--- src/rtl/fpga_config_loader.sv ---
`default_nettype none
// ============================================================================
// Module      : fpga_config_loader
// Description : Serial configuration loader. Hunts for a 16-bit sync word,
//               shifts in a CFG_BITS-bit payload while running a CRC-8
//               (poly 0x07), then receives an 8-bit CRC. On a CRC match the
//               payload is committed to cfg_out in a single cycle with a
//               one-cycle cfg_we pulse; on mismatch the live configuration
//               is left untouched and error is raised.
// Ports       : clock    - single clock, posedge
//               reset    - asynchronous, active-high
//               bs_data  - bitstream data, qualified by bs_valid
//               bs_valid - one valid bit per asserted cycle
//               abort    - synchronous abandon of any load in progress
//               cfg_out  - committed configuration bus (first bit at MSB)
//               cfg_we   - one-cycle pulse when cfg_out updates
//               done     - last frame committed successfully (held)
//               error    - last frame failed its CRC (held)
//               busy     - loading payload or receiving CRC
// Revision    : 1.0 - initial release
// ============================================================================
module fpga_config_loader #(
  parameter int          CFG_BITS  = 539,
  parameter logic [15:0] SYNC_WORD = 16'hA55A
) (
  input  logic                clock,
  input  logic                reset,
  input  logic                bs_data,
  input  logic                bs_valid,
  input  logic                abort,
  output logic [CFG_BITS-1:0] cfg_out,
  output logic                cfg_we,
  output logic                done,
  output logic                error,
  output logic                busy
);

  // Wide enough to hold CFG_BITS itself, so power-of-two sizes never wrap.
  localparam int CW = $clog2(CFG_BITS + 1);

  localparam logic [CW-1:0] C_LAST_PAYLOAD = CW'(CFG_BITS - 1);
  localparam logic [CW-1:0] C_LAST_CRC     = CW'(7);
  localparam logic [7:0]    C_CRC_POLY     = 8'h07;

  typedef enum logic [2:0] {
    HUNT  = 3'd0,
    LOAD  = 3'd1,
    CHECK = 3'd2,
    DONE  = 3'd3,
    ERROR = 3'd4
  } state_t;

  state_t                state_q,   state_d;
  logic [15:0]           win_q,     win_d;
  logic [CFG_BITS-1:0]   shadow_q,  shadow_d;
  logic [7:0]            crc_q,     crc_d;
  logic [CW-1:0]         bit_cnt_q, bit_cnt_d;
  logic [7:0]            rx_crc_q,  rx_crc_d;
  logic [CFG_BITS-1:0]   cfg_out_q, cfg_out_d;
  logic                  cfg_we_q,  cfg_we_d;
  logic                  done_q,    done_d;
  logic                  error_q,   error_d;
  logic                  busy_q,    busy_d;

  logic [15:0]           win_shift;
  logic [7:0]            crc_next;
  logic [7:0]            rx_crc_full;
  logic                  crc_fb;

  always_comb begin
    win_shift   = {win_q[14:0], bs_data};
    crc_fb      = crc_q[7] ^ bs_data;
    crc_next    = {crc_q[6:0], 1'b0} ^ (crc_fb ? C_CRC_POLY : 8'h00);
    // Received CRC including the bit being sampled this cycle.
    rx_crc_full = {rx_crc_q[6:0], bs_data};
  end

  always_comb begin
    state_d   = state_q;
    win_d     = win_q;
    shadow_d  = shadow_q;
    crc_d     = crc_q;
    bit_cnt_d = bit_cnt_q;
    rx_crc_d  = rx_crc_q;
    cfg_out_d = cfg_out_q;
    cfg_we_d  = 1'b0;
    done_d    = done_q;
    error_d   = error_q;

    if (abort) begin
      // Abort wins over any concurrent valid bit; that bit is dropped.
      state_d   = HUNT;
      win_d     = 16'h0000;
      bit_cnt_d = '0;
      crc_d     = 8'h00;
      done_d    = 1'b0;
      error_d   = 1'b0;
    end else if (bs_valid) begin
      case (state_q)
        HUNT, DONE, ERROR: begin
          win_d = win_shift;
          if (win_shift == SYNC_WORD) begin
            state_d   = LOAD;
            bit_cnt_d = '0;
            crc_d     = 8'h00;
            win_d     = 16'h0000;
            done_d    = 1'b0;
            error_d   = 1'b0;
          end
        end
        LOAD: begin
          shadow_d  = {shadow_q[CFG_BITS-2:0], bs_data};
          crc_d     = crc_next;
          bit_cnt_d = bit_cnt_q + CW'(1);
          if (bit_cnt_q == C_LAST_PAYLOAD) begin
            state_d   = CHECK;
            bit_cnt_d = '0;
          end
        end
        CHECK: begin
          rx_crc_d  = rx_crc_full;
          bit_cnt_d = bit_cnt_q + CW'(1);
          if (bit_cnt_q == C_LAST_CRC) begin
            bit_cnt_d = '0;
            win_d     = 16'h0000;
            if (rx_crc_full == crc_q) begin
              cfg_out_d = shadow_q;
              cfg_we_d  = 1'b1;
              done_d    = 1'b1;
              state_d   = DONE;
            end else begin
              error_d   = 1'b1;
              state_d   = ERROR;
            end
          end
        end
        default: begin
          state_d = HUNT;
          win_d   = 16'h0000;
        end
      endcase
    end

    // Registered busy tracks the state being entered this edge.
    busy_d = (state_d == LOAD) || (state_d == CHECK);
  end

  always_ff @(posedge clock or posedge reset) begin
    if (reset) begin
      state_q   <= HUNT;
      win_q     <= 16'h0000;
      shadow_q  <= '0;
      crc_q     <= 8'h00;
      bit_cnt_q <= '0;
      rx_crc_q  <= 8'h00;
      cfg_out_q <= '0;
      cfg_we_q  <= 1'b0;
      done_q    <= 1'b0;
      error_q   <= 1'b0;
      busy_q    <= 1'b0;
    end else begin
      state_q   <= state_d;
      win_q     <= win_d;
      shadow_q  <= shadow_d;
      crc_q     <= crc_d;
      bit_cnt_q <= bit_cnt_d;
      rx_crc_q  <= rx_crc_d;
      cfg_out_q <= cfg_out_d;
      cfg_we_q  <= cfg_we_d;
      done_q    <= done_d;
      error_q   <= error_d;
      busy_q    <= busy_d;
    end
  end

  assign cfg_out = cfg_out_q;
  assign cfg_we  = cfg_we_q;
  assign done    = done_q;
  assign error   = error_q;
  assign busy    = busy_q;

endmodule
`default_nettype wire

--- config.mk ---
export PLATFORM = sky130hd
export DESIGN_NAME = fpga_config_loader
export DESIGN_NICKNAME = d
export VERILOG_FILES = /design/src/rtl/fpga_config_loader.sv
export SDC_FILE = /design/constraint.sdc
export NUM_CORES = 2
export LEC_CHECK = 0
export ABC_AREA = 1
export ABC_CLOCK_PERIOD_IN_PS = 53300
export CAP_MARGIN = 20
export CORE_MARGIN = 2
export CORE_UTILIZATION = 57
export CTS_BUF_LIST = sky130_fd_sc_hd__clkbuf_2 sky130_fd_sc_hd__clkbuf_4 sky130_fd_sc_hd__clkbuf_8
export DETAILED_ROUTE_END_ITERATION = 8
export PLACE_DENSITY = 0.83
export SYNTH_ARGS = -nofsm -noshare
export SYNTH_HDL_FRONTEND = slang
export SYNTH_SLANG_ARGS = --single-unit
--- constraint.sdc ---
create_clock -name clock -period 53.3 [get_ports clock]
set_clock_uncertainty 0.2 [all_clocks]
set_input_delay 7.995 -clock clock [delete_from_list [all_inputs] [get_ports clock]]
set_output_delay 7.995 -clock clock [all_outputs]
set_load 0.01 [all_outputs]
==> results_dict.tcl <==
set metrics [dict create \
    outcome "finished, final reports clean" \
    synth_cell_types 28 \
    ant_nets 0 \
    endpoint_kind "register" \
    layout-drive-gt1-share 0.1092 \
    netlist_area_um2 43180 \
    finalSetupViolations 0 \
    ctsHoldBuffers 0 \
    ys_seq_elements 1125 \
    grt_use_total 0.2510 \
    cts_buffers 175 \
    ys_dominant_reg_cell "dfrtp_1" \
    grt_start_max_net_pins 295 \
    crit_path_start_kind "primary input" \
    critical_path_class "primary input to register" \
    floorplan.die_area_um2 77960 \
    io_pins 548 \
    period_needed_ns 13.00 \
    die_w_um 279.2 \
    synthesis.nets 4332 \
    die_h_um 279.2 \
    finalHoldViolCount 0 \
    drt-vias-per-instance 5.173 \
    period_share 0.2438 \
    p_per_area_nw_per_um2 31.27 \
    num_vias 30690 \
    gp_congestion 0.8519 \
    tightest_slew_ns 1.168 \
    synthToLayoutAreaGrowth_pct 21.31 \
    yosys_warnings 0 \
    antenna_found_initial 1 \
    clock_sinks 1125 \
    grt_overflow 0 \
    path_max_fanout 209 \
    synth_edf_count 0 \
    path_clk_slew_ns 0.06 \
    async_flop_share 1.000 \
    route.detailed.drc 0 \
    rows 100 \
    hp-class "register to register" \
    nets 4838 \
    fmax_mhz 76.95 \
    power.leakage_nw 22.53 \
    relSlewSlack 0.2213 \
    synth_cells 4325 \
    tns_ns 0 \
    crit_arrival_ns 13.53 \
    fillers 5262 \
    drt_iter0_markers 2750 \
    ys_seq_area_frac 0.6520 \
    wl_per_cell_um 16.36 \
    wirelength_um 97080 \
    io_buffers 547 \
    final_cells 5933 \
    cts_setup_buffers 0 \
    cp.required_ns 53.83 \
    cap_violations 0 \
    grt_pass1_wl_um 157200 \
    ctsResizeCount 0 \
    grt_pass1_vias 30450 \
    fin_util 0.7012 \
    cts_tree "built" \
    clk_latency_ns 0.84 \
    start_util 0.5780 \
    cts_root_buf "clkbuf_8" \
    htree_levels 4 \
    vdd_drop_max_mv 0.02102 \
    core_area_um2 74700 \
    hpwl_um 62760 \
    drtPass1Iterations 6 \
    rsz0062_at_grt "false" \
    clk_path_buf_depth 3 \
    avgSynthCellArea_um2 9.983 \
    slew_viol_final 0 \
    placedCellCount 5621 \
]
layout by cell type (no fill, tap or decap), drive strengths merged:
cell type      count
nor3               5
nor4               1
nor2              41
nand2           1148
nand4              2
nand3             23
nor3b              3
o21ai           1096
bufinv             2
clkinv            13
inv              605
o22ai             15
a31oi              1
clkdlybuf4s50    547
diode              2
dfrtp           1125
clkbuf           281
ha                 2
clkinvlp           4
xnor2              4
xor2               1
o21a               1
o211ai             2
buf               25
a21oi             15
logic make-up (layout without fill, tap and decap cells):
kind of cell    count (synthesis)  count (layout)  synth area share
flops                        1125            1125            0.6520
compound gates               1130            1130            0.1490
xor+xnor                        5               5          0.001014
simple gates                 1223            1223            0.1084
fa+ha+maj                       2               2         0.0005795
buf+inv                       840            1477           0.08900
other cells                     0               2                 0
routing by layer:
metal / part of all wire / routed length (um) / track usage
met1: 0.42 / 40620 / 0.3298
met2: 0.48 / 46970 / 0.3997
met5: 0 / 0 / 0
met3: 0.053 / 5112 / 0.05179
met4: 0.045 / 4379 / 0.1267
cells in the mapped netlist, drive strengths merged (2+ instances only):
library cell  instances  share of area
nand2              1148           0.10
dfrtp              1125           0.65
o21ai              1096           0.14
inv                 597          0.052
buf                 141          0.028
clkbuf              102         0.0089
nor2                 41         0.0037
nand3                23         0.0028
a21oi                15         0.0017
o22ai                15         0.0022
nor3                  5         0.0011
xnor2                 4        0.00081
nor3b                 3        0.00052
ha                    2        0.00058
nand4                 2        0.00029
o211ai                2        0.00035
critical path: stages:
cell	delay, ns
clkdlybuf4s50_1	0.63
nor2_1	0.16
inv_1	0.15
nor2_4	0.08
inv_8	0.60
buf_4	0.85
buf_12	0.68
buf_4	0.86
buf_12	0.75
nand2_1	0.22
o21ai_2	0.12
final cells by class:
type	count	area [um^2]	area share
sequential	1125	28150	0.5375
timing repair buffer	572	5791	0.1106
tap	969	1212	0.02315
clock buffer	281	3467	0.06620
multi-input combinational	2360	11190	0.2136
clock inverter	27	302.8	0.005781
antenna	2	5.005	0.00009556
inverter	597	2256	0.04307
final timing paths:
path / slack [ns] / from / end / cells after the start
worst max register to register: 47.38 / bit_cnt_q[0]$_DFFE_PP0P_ / cfg_out[114]$_DFFE_PP0P_ / 14
worst min register to register: 0.28 / cfg_out[18]$_DFFE_PP0P_ / cfg_out[18]$_DFFE_PP0P_ / 2
max in group asynchronous: 41.46 / reset / cfg_out[5]$_DFFE_PP0P_ / 7
worst min-delay path: 0.28 / cfg_out[18]$_DFFE_PP0P_ / cfg_out[18]$_DFFE_PP0P_ / 2
min in group asynchronous: 7.61 / reset / shadow_q[299]$_DFFE_PP0P_ / 2
worst max-delay path: 40.30 / abort / cfg_out[114]$_DFFE_PP0P_ / 11
flip-flops by register name, indices dropped and copies added, names as in the netlist:
name	flops
cfg_out	539
shadow_q	539
win_q	15
bit_cnt_q	10
crc_q	8
rx_crc_q	7
state_q	3
busy	1
cfg_we	1
done	1
error	1
per-stage QoR:
stage / setup slack, ns / hold slack (ns) / total power, mW / area (um^2)
after floorplan: 13.42 / 0.2493 / 0.8872 / 43180
after global placement: 39.76 / 0.2591 / 0.8920 / 48540
after detailed placement: 39.58 / 0.2683 / 0.8922 / 48540
after CTS: 40.47 / 0.2827 / 1.651 / 52310
after global routing: 39.90 / 0.3011 / 1.694 / 52370
final: 40.30 / 0.2789 / 1.638 / 52370
power breakdown:
part | internal, mW | total, mW | switching (mW)
logic | 0.00225 | 0.0207 | 0.0184
registers | 0.855 | 0.855 | 0.000451
clock network | 0.425 | 0.762 | 0.337
total | 1.28 | 1.64 | 0.356
No activity file was read; power rests on OpenSTA's default activity.
